## src/rtl/ex_mem_pipe_stage.sv

```systemverilog
// ---------------------------------------------------------------------------
// ex_mem_pipe_stage
//   Elastic EX->MEM pipeline register. Holds up to two entries (head + skid)
//   behind a valid/ready handshake so EX can keep issuing for one cycle after
//   MEM stalls. Supports a synchronous flush and bubble (NOP) insertion.
//
//   Optional build macro: EXMEM_FWD_EN adds fwd_en / fwd_reg / fwd_data,
//   combinational views of the head entry for the EX forwarding unit.
//
// Ports
//   clk            clock, all state changes on rising edge
//   rst            asynchronous, active-low reset
//   flush          synchronous squash of every held entry (beats push/pop)
//   in_valid       EX presents an entry
//   in_ready       stage can accept; registered, never depends on out_ready
//   in_nop         accept the entry as a bubble (control bits stored as 0)
//   in_alu_result  ALU result / memory address
//   in_write_reg   destination register
//   in_store_data  store data
//   in_reg_write, in_mem_read, in_mem_write, in_mem_to_reg  control bits
//   out_valid      head entry valid to MEM
//   out_ready      MEM consumes head
//   out_*          head entry fields; controls forced 0 while out_valid=0
//   occupancy      entries held (0..2)
// ---------------------------------------------------------------------------
module ex_mem_pipe_stage #(
  parameter int DATA_W = 32,
  parameter int REG_W  = 5
) (
  input  logic              clk,
  input  logic              rst,
  input  logic              flush,
  input  logic              in_valid,
  output logic              in_ready,
  input  logic              in_nop,
  input  logic [DATA_W-1:0] in_alu_result,
  input  logic [REG_W-1:0]  in_write_reg,
  input  logic [DATA_W-1:0] in_store_data,
  input  logic              in_reg_write,
  input  logic              in_mem_read,
  input  logic              in_mem_write,
  input  logic              in_mem_to_reg,
  output logic              out_valid,
  input  logic              out_ready,
  output logic [DATA_W-1:0] out_alu_result,
  output logic [REG_W-1:0]  out_write_reg,
  output logic [DATA_W-1:0] out_store_data,
  output logic              out_reg_write,
  output logic              out_mem_read,
  output logic              out_mem_write,
  output logic              out_mem_to_reg,
  output logic [1:0]        occupancy
`ifdef EXMEM_FWD_EN
  ,
  output logic              fwd_en,
  output logic [REG_W-1:0]  fwd_reg,
  output logic [DATA_W-1:0] fwd_data
`endif
);

  typedef enum logic [1:0] {
    EMPTY = 2'd0,
    HALF  = 2'd1,
    FULL  = 2'd2
  } stageState_t;

  stageState_t stateQ, stateD;
  logic        readyQ;

  // Control bits packed as {reg_write, mem_read, mem_write, mem_to_reg}.
  logic [DATA_W-1:0] headAlu, headStore, skidAlu, skidStore;
  logic [REG_W-1:0]  headReg, skidReg;
  logic [3:0]        headCtrl, skidCtrl, inCtrl, gatedCtrl;

  logic push, pop, outValid;
  logic loadHeadIn, loadHeadSkid, loadSkid;

  assign outValid = (stateQ != EMPTY);
  assign push     = in_valid & readyQ;
  assign pop      = outValid & out_ready;
  assign inCtrl   = in_nop ? 4'b0000
                           : {in_reg_write, in_mem_read, in_mem_write, in_mem_to_reg};

  // Next-state and load selects.
  always_comb begin
    stateD       = stateQ;
    loadHeadIn   = 1'b0;
    loadHeadSkid = 1'b0;
    loadSkid     = 1'b0;
    if (flush) begin
      stateD = EMPTY;
    end else begin
      case (stateQ)
        EMPTY: begin
          if (push) begin
            stateD     = HALF;
            loadHeadIn = 1'b1;
          end
        end
        HALF: begin
          if (push && !pop) begin
            stateD   = FULL;
            loadSkid = 1'b1;
          end else if (push && pop) begin
            loadHeadIn = 1'b1;
          end else if (pop) begin
            stateD = EMPTY;
          end
        end
        FULL: begin
          // readyQ is low here, so no push can arrive; the skid moves up.
          if (pop) begin
            stateD       = HALF;
            loadHeadSkid = 1'b1;
          end
        end
        default: stateD = EMPTY;
      endcase
    end
  end

  // in_ready is computed from the next state so it is a pure flop output.
  always_ff @(posedge clk or negedge rst) begin
    if (!rst) begin
      stateQ <= EMPTY;
      readyQ <= 1'b1;
    end else begin
      stateQ <= stateD;
      readyQ <= (stateD != FULL);
    end
  end

  always_ff @(posedge clk or negedge rst) begin
    if (!rst) begin
      headAlu   <= '0;
      headReg   <= '0;
      headStore <= '0;
      headCtrl  <= '0;
      skidAlu   <= '0;
      skidReg   <= '0;
      skidStore <= '0;
      skidCtrl  <= '0;
    end else if (flush) begin
      // Data fields are left as they are; only the controls are squashed.
      headCtrl <= '0;
      skidCtrl <= '0;
    end else begin
      if (loadHeadIn) begin
        headAlu   <= in_alu_result;
        headReg   <= in_write_reg;
        headStore <= in_store_data;
        headCtrl  <= inCtrl;
      end else if (loadHeadSkid) begin
        headAlu   <= skidAlu;
        headReg   <= skidReg;
        headStore <= skidStore;
        headCtrl  <= skidCtrl;
      end
      if (loadSkid) begin
        skidAlu   <= in_alu_result;
        skidReg   <= in_write_reg;
        skidStore <= in_store_data;
        skidCtrl  <= inCtrl;
      end
    end
  end

  // Controls must read 0 whenever the head is not valid, even if the
  // head register still holds a stale entry.
  generate
    for (genvar gi = 0; gi < 4; gi++) begin : gCtrlGate
      assign gatedCtrl[gi] = headCtrl[gi] & outValid;
    end
  endgenerate

  assign in_ready       = readyQ;
  assign out_valid      = outValid;
  assign out_alu_result = headAlu;
  assign out_write_reg  = headReg;
  assign out_store_data = headStore;
  assign out_reg_write  = gatedCtrl[3];
  assign out_mem_read   = gatedCtrl[2];
  assign out_mem_write  = gatedCtrl[1];
  assign out_mem_to_reg = gatedCtrl[0];
  assign occupancy      = stateQ;

`ifdef EXMEM_FWD_EN
  assign fwd_en   = outValid & headCtrl[3] & ~headCtrl[0] & (headReg != '0);
  assign fwd_reg  = headReg;
  assign fwd_data = headAlu;
`endif

endmodule

```

## config.mk

```make
export PLATFORM = sky130hd
export DESIGN_NAME = ex_mem_pipe_stage
export DESIGN_NICKNAME = d
export VERILOG_FILES = /design/src/rtl/ex_mem_pipe_stage.sv
export SDC_FILE = /design/constraint.sdc
export NUM_CORES = 1
export LEC_CHECK = 0
export ABC_AREA = 0
export CAP_MARGIN = 20
export CORE_ASPECT_RATIO = 1.2
export CORE_UTILIZATION = 44
export DETAILED_ROUTE_END_ITERATION = 8
export HOLD_SLACK_MARGIN = 0.15
export PLACE_DENSITY = 0.83
export SYNTH_ARGS = -nofsm -noshare
export SYNTH_HDL_FRONTEND = slang
export SYNTH_SLANG_ARGS = --single-unit
```

## constraint.sdc

```tcl
create_clock -name clk -period 1.8 [get_ports clk]
set_input_delay 0.54 -clock clk [delete_from_list [all_inputs] [get_ports clk]]
set_output_delay 0.54 -clock clk [all_outputs]
set_load 0.03 [all_outputs]
```

==> impl_metrics.toml, run 1 <==
[outcome]
status = "complete, but fails checks"
violations = "setup timing"

[placement]
dp_cells = 756
place.gp.congestion = 0.758
place_ws_ns = -0.558
portBuffers = 155
place_hpwl_um = 9690

[power]
leakage_nw = 4.67
power_mw = 10.6
power_density_mw_per_mm2 = 1160
vdd_drop_max_uv = 802

[sta]
tightest_slew_ns = 0.451
fin_crit_ns = 1.82
grt_setup_unrepaired = "true"
maxSlewViolCount = 0
hold_viol = 0
fmax_mhz = 548
finalCritPeriodShare_pct = 101
setup_slack_ns = -0.0237
setup_viol = 25
relSlewSlack_pct = 70.0
finClkSkew_ns = 0.00581

[synth]
synthesis.nets = 509
yosysTopAreaCell = "dfrtp_1"
yosysWarnings = 0
syn_avg_cell_area_um2 = 14.4
syn_inst = 430
ys_seq_elements = 149
ys_top_cells_by_area = "dfrtp_1 (60%), a22o_1 (11%), mux2_2 (10%)"
syn_area_mm2 = 0.00617
synth_seq_area_share_pct = 60.4
yosysTopAreaCellShare_pct = 60.0
synth_cell_type_count = 30

[global_route]
grt-ovfl-total = 0
grt_pass1_wl_um = 23400
grt_pass1_vias = 4611
antenna_found_initial = 2
grt_usage_pct = 21.2
grt_max_degree = 42

[floorplan]
core_mm2 = 0.0138
initial_core_util_pct = 44.9
die_area_mm2 = 0.0145
die_w_um = 110
die_y_um = 132
fp-row-count = 47
pin_count = 156

[clock_network]
cts-htree-levels = 4
clock_path_buffers = 2
clock_latency_ns = 0.41
cts_buffers = 17
path_clk_slew_ns = 0.06
cts_tree = "done"
root_buffer = "clkbuf_16"
clock_sinks = 149

[job]
cap_viol_max_count = 0

[worst_setup_path]
required_ns = 2.09
start_kind = "flip-flop"
crit_chain = "buf_6 > nand3b_4 > nor3_4 > buf_6 > clkbuf_16 > mux2_4"
cp_data_arrival_time_ns = 2.12
path_max_fanout = 7
crit_path_end_kind = "flip-flop"
slowest_delay_ns = 0.42
critPathSlowestCell = "dfrtp_2"
crit_top_cell = "buf_6"
worstSetupPathType = "reg2reg"
rrSetupSlack_ns = -0.02

[cells_and_area]
instances_no_fill = 810
syn2layout_area_growth_pct = 47.3
final_nets = 703
final_layout_size_suffix_gt1_share_pct = 25.4

[route]
wl_um = 15800
vias = 4418
ant_nets = 0
wl_per_cell_um = 19.5
viasPerCell = 5.45
first_pass_iters = 4
drc_errors = 0
drt-initial-drc-count = 229

[min_path]
hold_path.class = "reg2reg"
synthesized netlist by cell type:
master	n
dfrtp_1	148
a22o_1	75
a21o_1	69
mux2_2	55
mux2_1	17
buf_2	15
buf_6	7
clkbuf_1	7
nor2b_1	7
a21oi_1	3
inv_1	3
nor2_1	3
buf_4	2
mux2i_1	2
nor3_4	2
a221o_1	1
a32o_1	1
and3_1	1
and3b_1	1
dfstp_2	1
nand2_1	1
nand2b_1	1
nand2b_4	1
nand3b_1	1
nand3b_4	1
nor2b_4	1
nor4bb_1	1
o21ai_1	1
o22a_1	1
or3_1	1
what timing repair did:
action / in CTS / in global routing
pin swaps: 2 / 1
resized for setup: 79 / 59
setup endpoints to repair: 144 / 143
endpoints found under the hold margin: 35 / 0
gates cloned: 0 / 9
buffers inserted: 3 / 7
hold buffers: 1 / 0
routing by layer:
| layer | global-route usage (%) | share of wire (%) | vias up |
|---|---|---|---|
| li1 | - | - | 1990 |
| met4 | 8.33 | 1.6 | 0 |
| met2 | 34.8 | 51 | 136 |
| met1 | 25.9 | 42 | 2273 |
| met5 | 0 | 0 | - |
| met3 | 6.43 | 6.2 | 19 |
worst max-delay path, delay by kind of cell (launching register included):
kind	cells	cell delay [ns]
buffers and inverters	3	0.51
flip-flops	1	0.42
AND/OR/NAND/NOR	2	0.47
multiplexers	1	0.30
cell type report:
type	count	area, um2
fillers	1026	4670
flip-flops and latches	149	3730
multi-input cells	247	2440
repair buffers	206	2120
clock buffers	28	507
well taps	171	214
clock inverters	4	70.1
inverters	3	11.3
diodes	2	5.00
cells by family after synthesis:
family / Yosys count / synth area share, %
muxes: 74 / 13.5
and+or+nand+nor: 22 / 2.98
buffers and inverters: 34 / 3.34
DFF: 149 / 60.4
AOI/OAI and AO/OA: 151 / 19.8
path summary, 6_finish.rpt:
check,start,endpoint,cells after the start
max,occupancy[1]$_DFF_PN0_,skidStore[1]$_DFFE_PN0P_,6
min,out_store_data[9]$_DFFE_PN0P_,out_store_data[9]$_DFFE_PN0P_,1
max reg2reg,occupancy[1]$_DFF_PN0_,skidStore[1]$_DFFE_PN0P_,6
max in group asynchronous,rst,in_ready$_DFF_PN1_,3
min reg2reg,out_store_data[9]$_DFFE_PN0P_,out_store_data[9]$_DFFE_PN0P_,1
min in group asynchronous,rst,out_write_reg[0]$_DFFE_PN0P_,2
cells in the final DEF (no fill, tap or decap), drive strengths merged, types with 2 or more instances in the layout:
cell | Yosys | final
nor3 | 2 | 2
buf | 24 | 54
dlygate4sd2 | 0 | 70
diode | 0 | 2
nand2b | 2 | 2
inv | 3 | 3
dfrtp | 148 | 148
nand3b | 2 | 2
dlymetal6s2s | 0 | 2
clkbuf | 7 | 33
a21o | 69 | 69
clkdlybuf4s50 | 0 | 74
a21oi | 3 | 3
nor2b | 8 | 8
a22o | 75 | 75
clkinv | 0 | 2
mux2i | 2 | 2
nor2 | 3 | 3
mux2 | 72 | 72
bufinv | 0 | 2
power breakdown:
| group | total (mW) | switching, mW | internal, mW | leakage (nW) |
|---|---|---|---|---|
| clock network | 3.47 | 1.28 | 2.19 | 0.283 |
| registers | 4.57 | 0.441 | 4.13 | 1.85 |
| logic | 2.54 | 1.24 | 1.30 | 2.54 |
through the flow:
step | TNS (ns) | hold WS [ns] | instance area, um2 | utilization (%)
4_1_cts | -0.232 | 0.472 | 8660 | 62.9
2_1_floorplan | -0.607 | 0.244 | 6180 | -
3_5_place_dp | -66.91 | 0.464 | 8110 | 59.0
5_1_grt | -3.79 | 0.486 | 9090 | 66.1
6_report | -0.268 | 0.467 | 9090 | 66.1
3_3_place_gp | -63.65 | 0.458 | 8110 | 59.0
Note: power is estimated with default switching activity, not from simulation.
==> run 2: changes to the inputs <==
--- a/config.mk
+++ b/config.mk
@@ -8,10 +8,10 @@
 export ABC_AREA = 0
 export CAP_MARGIN = 20
 export CORE_ASPECT_RATIO = 1.2
-export CORE_UTILIZATION = 44
+export CORE_UTILIZATION = 53
 export DETAILED_ROUTE_END_ITERATION = 8
 export HOLD_SLACK_MARGIN = 0.15
-export PLACE_DENSITY = 0.83
+export PLACE_DENSITY = 0.85
 export SYNTH_ARGS = -nofsm -noshare
 export SYNTH_HDL_FRONTEND = slang
 export SYNTH_SLANG_ARGS = --single-unit
==> constraint.sdc (replaced) <==
create_clock -name clk -period 2.3 [get_ports clk]
set_input_delay 0.69 -clock clk [delete_from_list [all_inputs] [get_ports clk]]
set_output_delay 0.69 -clock clk [all_outputs]
set_load 0.03 [all_outputs]
==> impl_metrics.toml, run 2 (synthesized netlist as in run 1, its figures left out) <==
[outcome]
status = "completed"

[route]
viasPerCell = 5.68
drt-initial-drc-count = 189
ant_nets = 0
wl_per_cell_um = 18.9
vias = 4328
wl_um = 14400
first_pass_iters = 4
drc_errors = 0

[cells_and_area]
final_nets = 675
fillers = 722
final_common_cell = "dfrtp_1"
syn2layout_area_growth_pct = 39.4
antenna-diode-count = 0
final_cell_mix = "dfrtp_1 (148), clkdlybuf4s50_1 (146), a22o_1 (75)"
fin_util_pct = 76.9
final_layout_size_suffix_gt1_share_pct = 19.2

[worst_setup_path]
path_max_fanout = 25
cp.depth = 6
timing.rr.end = "out_store_data[26]$_DFFE_PN0P_"
path_delay_family = "buffers and inverters"
critPathSlowestCell = "nor3_4"
slowest_delay_ns = 0.66
start_kind = "primary input"
rrSetupSlack_ns = 0.35
cp_num_buf_inv = 2
rr_worst_depth = 6
worstSetupPathType = "in2reg"
required_ns = 2.63
crit_path_end_kind = "flip-flop"
cp_data_arrival_time_ns = 2.54
crit_chain = "clkdlybuf4s50_1 > nor2b_4 > nor3_4 > buf_12 > a22o_1 > a21o_1"
r2r_start = "occupancy[0]$_DFF_PN0_"

[global_route]
grt_pass1_vias = 4670
antenna_found_initial = 0
grt_pass1_wl_um = 23500
grt_usage_pct = 25.7
grt-ovfl-total = 0
grt_max_degree = 53

[floorplan]
die_area_mm2 = 0.0121
core_mm2 = 0.0112
die_w_um = 101
initial_core_util_pct = 55.2
die_y_um = 120
pin_count = 156
fp-row-count = 42

[power]
power_density_mw_per_mm2 = 953
combPwrFrac_pct = 23.8
power_frac_clock_pct = 32.7
leakage_nw = 4.18
power_mw = 8.21
vdd_drop_max_uv = 520
p_sw_mw = 2.28
p_seq_share_pct = 43.5
netSwitchingFraction_pct = 27.7
p_int_mw = 5.93

[clock_network]
clock_latency_ns = 0.40
root_buffer = "clkbuf_16"
cts_setup_buffers = 0
path_clk_slew_ns = 0.06
cts_buffers = 17
hold_buffers = 0
clock_path_buffers = 2
cts_tree = "done"
cts-htree-levels = 4
cts_resized = 9
clock_sinks = 149

[sta]
finalCritPeriodShare_pct = 96.2
hold_viol = 0
tightest_slew_ns = 0.796
finClkSkew_ns = 0.00887
maxSlewViolCount = 0
fmax_mhz = 452
setup_viol = 0
grt_setup_unrepaired = "false"
hold_slack_ns = 0.205
relSlewSlack_pct = 46.7
tns_ns = 0
fin_crit_ns = 2.21

[min_path]
hold_path.class = "in2async"

[placement]
place.gp.congestion = 0.753
portBuffers = 155
place_hpwl_um = 9780

[job]
cap_viol_max_count = 0
## run 2: metal layers
layer	part of all wire, %	vias up	GRT usage, %
met3	4.5	28	5.61
met2	53	145	44.4
li1	-	1933	-
met1	40	2222	31.4
met5	0	-	0
met4	2.2	0	9.87
## run 2: cell type report
class                      count  area [um2]  share of cell area [%]
clock inverter                 8        98.8                    1.15
multi-input combinational    247        2260                    26.2
tap                          154         193                    2.24
clock buffer                  23         488                    5.67
timing repair buffer         178        1830                    21.2
sequential                   149        3730                    43.3
inverter                       3        11.3                   0.131
## run 2: power groups by stage
stage                     combinational, mW  sequential (mW)  clock [mW]
after floorplan                       0.650             3.98           0
after global placement                 1.89             3.56           0
after detailed placement               1.96             3.61           0
after CTS                              1.97             3.57        2.74
after global routing                   2.07             3.64        2.85
final                                  1.95             3.57        2.68
## run 2: worst reg2reg max path, cell delays in order (launching register included)
cell,delay [ns]
dfrtp_1,0.38
buf_4,0.17
nor2b_4,0.14
nor3_4,0.66
buf_12,0.26
a22o_1,0.16
a21o_1,0.10
## run 2: worst max path at each step
stage | start | to | slack (ns)
6_report | out_ready | out_store_data[26]$_DFFE_PN0P_ | 0.09
3_5_place_dp | out_ready | out_store_data[14]$_DFFE_PN0P_ | -0.28
2_1_floorplan | flush | skidAlu[15]$_DFFE_PN0P_ | 0.35
3_3_place_gp | out_ready | out_store_data[30]$_DFFE_PN0P_ | -0.21
4_1_cts | occupancy[1]$_DFF_PN0_ | out_reg_write | 0.09
5_1_grt | out_ready | out_store_data[14]$_DFFE_PN0P_ | 0.02
## run 2: through the flow
stage / setup WS (ns) / area [um2] / std cells
floorplan: 0.347 / 6170 / 430
global placement: -0.205 / 8030 / 731
detailed placement: -0.284 / 8030 / 731
CTS: 0.0929 / 8610 / 762
global route: 0.0222 / 8610 / 762
finish: 0.0872 / 8610 / 762
==> run 3: changes to the inputs <==
--- a/config.mk
+++ b/config.mk
@@ -11,7 +11,7 @@
 export CORE_UTILIZATION = 53
 export DETAILED_ROUTE_END_ITERATION = 8
 export HOLD_SLACK_MARGIN = 0.15
-export PLACE_DENSITY = 0.85
+export PLACE_DENSITY_LB_ADDON = 0.2
 export SYNTH_ARGS = -nofsm -noshare
 export SYNTH_HDL_FRONTEND = slang
 export SYNTH_SLANG_ARGS = --single-unit
==> impl_metrics.toml, run 3 (synthesized netlist as in run 1, its figures left out) <==
[placement]
place_hpwl_um = 9440
place.gp.congestion = 0.796
portBuffers = 155
place_area_mm2 = 0.00798
dp_cells = 730
place_ws_ns = -0.112

[clock_network]
clock_path_buffers = 2
hold_buffers = 0
cts_tree = "done"
path_clk_slew_ns = 0.06
root_buffer = "clkbuf_16"
cts_buffers = 17
clock_sinks = 149
cts_setup_buffers = 0
clock_latency_ns = 0.41
cts-htree-levels = 4

[worst_setup_path]
r2r_start = "occupancy[1]$_DFF_PN0_"
crit_path_end_kind = "output pin"
start_kind = "flip-flop"
cp_data_arrival_time_ns = 1.53
timing.rr.end = "skidStore[15]$_DFFE_PN0P_"
crit_start = "occupancy[1]$_DFF_PN0_"
path_max_fanout = 5
worstSetupPathType = "reg2out"
slowest_delay_ns = 0.39
critPathSlowestCell = "dfrtp_1"
rrSetupSlack_ns = 0.50
rr_worst_depth = 5
crit_chain = "nor2_2 > nor2b_1 > dlygate4sd2_1"
required_ns = 1.61

[job]
cap_viol_max_count = 0

[sta]
tightest_slew_ns = 0.473
tns_ns = 0
fin_crit_ns = 2.22
setup_slack_ns = 0.0762
finalCritPeriodShare_pct = 96.7
setup_viol = 0
hold_viol = 0
relSlewSlack_pct = 68.5
finClkSkew_ns = 0.00731
maxSlewViolCount = 0
grt_setup_unrepaired = "false"
fmax_mhz = 450
hold_slack_ns = 0.213

[route]
wl_um = 14100
drt-initial-drc-count = 177
drc_errors = 0
wl_per_cell_um = 18.5
viasPerCell = 5.65
vias = 4303
first_pass_iters = 4
ant_nets = 0

[cells_and_area]
final_cell_mix = "dfrtp_1 (148), clkdlybuf4s50_1 (146), a22o_1 (75)"
instances_no_fill = 762
antenna-diode-count = 0
final_layout_size_suffix_gt1_share_pct = 19.2
syn2layout_area_growth_pct = 38.5
final_common_cell = "dfrtp_1"
fin_util_pct = 76.4
final_nets = 674
finish.instance_area_mm2 = 0.00855

[power]
power_mw = 8.18
combPwrFrac_pct = 23.5
p_sw_mw = 2.34
power_frac_clock_pct = 32.7
netSwitchingFraction_pct = 28.6
leakage_nw = 4.15
vdd_drop_max_uv = 598
p_int_mw = 5.84
p_seq_share_pct = 43.8
power_density_mw_per_mm2 = 957

[floorplan]
fp-row-count = 42
pin_count = 156
die_w_um = 101
core_mm2 = 0.0112
die_y_um = 120
initial_core_util_pct = 55.2
die_area_mm2 = 0.0121

[global_route]
grt_pass1_wl_um = 22800
grt-ovfl-total = 0
grt_usage_pct = 25.0
antenna_found_initial = 0
grt_max_degree = 61
grt_pass1_vias = 4494

[outcome]
status = "completed"

[min_path]
hold_path.class = "in2async"
[run 3: cell types whose count changed in the layout (fill, tap and decap cells not counted), sizes merged]
cell	change
buf	-1
inv	+1
clkbuf	-3
clkinvlp	+3
[run 3: layer usage]
layer,part of all wire [%],up-vias,global-route usage (%),wire [um]
met3,5.1,14,6.42,726
met4,1.4,0,9.06,199
met1,41,2222,30.3,5830
met5,0,-,0,0
li1,-,1931,-,-
met2,52,136,42.9,7360
[run 3: final cells by class]
cell class	instances	area, um2
Sequential cell	149	3730
Fill cell	747	2640
Multi-Input combinational cell	247	2260
Timing Repair Buffer	177	1780
Clock buffer	20	447
Tap cell	154	193
Clock inverter	12	130
Inverter	3	11.3
[run 3: how the worst max path moves through the flow]
stage	endpoint	depth (start not counted)
after detailed placement	out_write_reg[3]$_DFFE_PN0P_	7
after floorplan	skidAlu[15]$_DFFE_PN0P_	4
final	out_mem_to_reg	3
after global routing	out_reg_write	3
after CTS	out_reg_write	3
after global placement	skidStore[31]$_DFFE_PN0P_	4
[run 3: worst max-delay path: cells and delay by family, from the launching register on]
| kind | cells | cell delay (ns) |
|---|---|---|
| and+or+nand+nor | 2 | 0.37 |
| buffers and inverters | 1 | 0.37 |
| DFF | 1 | 0.39 |
[run 3: power by group through the flow]
| stage | combinational [mW] | clock (mW) | sequential [mW] |
|---|---|---|---|
| 2_1_floorplan | 0.650 | 0 | 3.98 |
| 3_3_place_gp | 1.88 | 0 | 3.56 |
| 3_5_place_dp | 1.94 | 0 | 3.61 |
| 4_1_cts | 1.95 | 2.72 | 3.58 |
| 5_1_grt | 2.05 | 2.84 | 3.65 |
| 6_report | 1.93 | 2.67 | 3.58 |
[run 3: what timing repair did]
action / 4_1_cts / 5_1_grt
endpoints found under the setup margin: 8 / 0
gates resized for setup: 9 / 0
hold endpoints to repair: 0 / 0
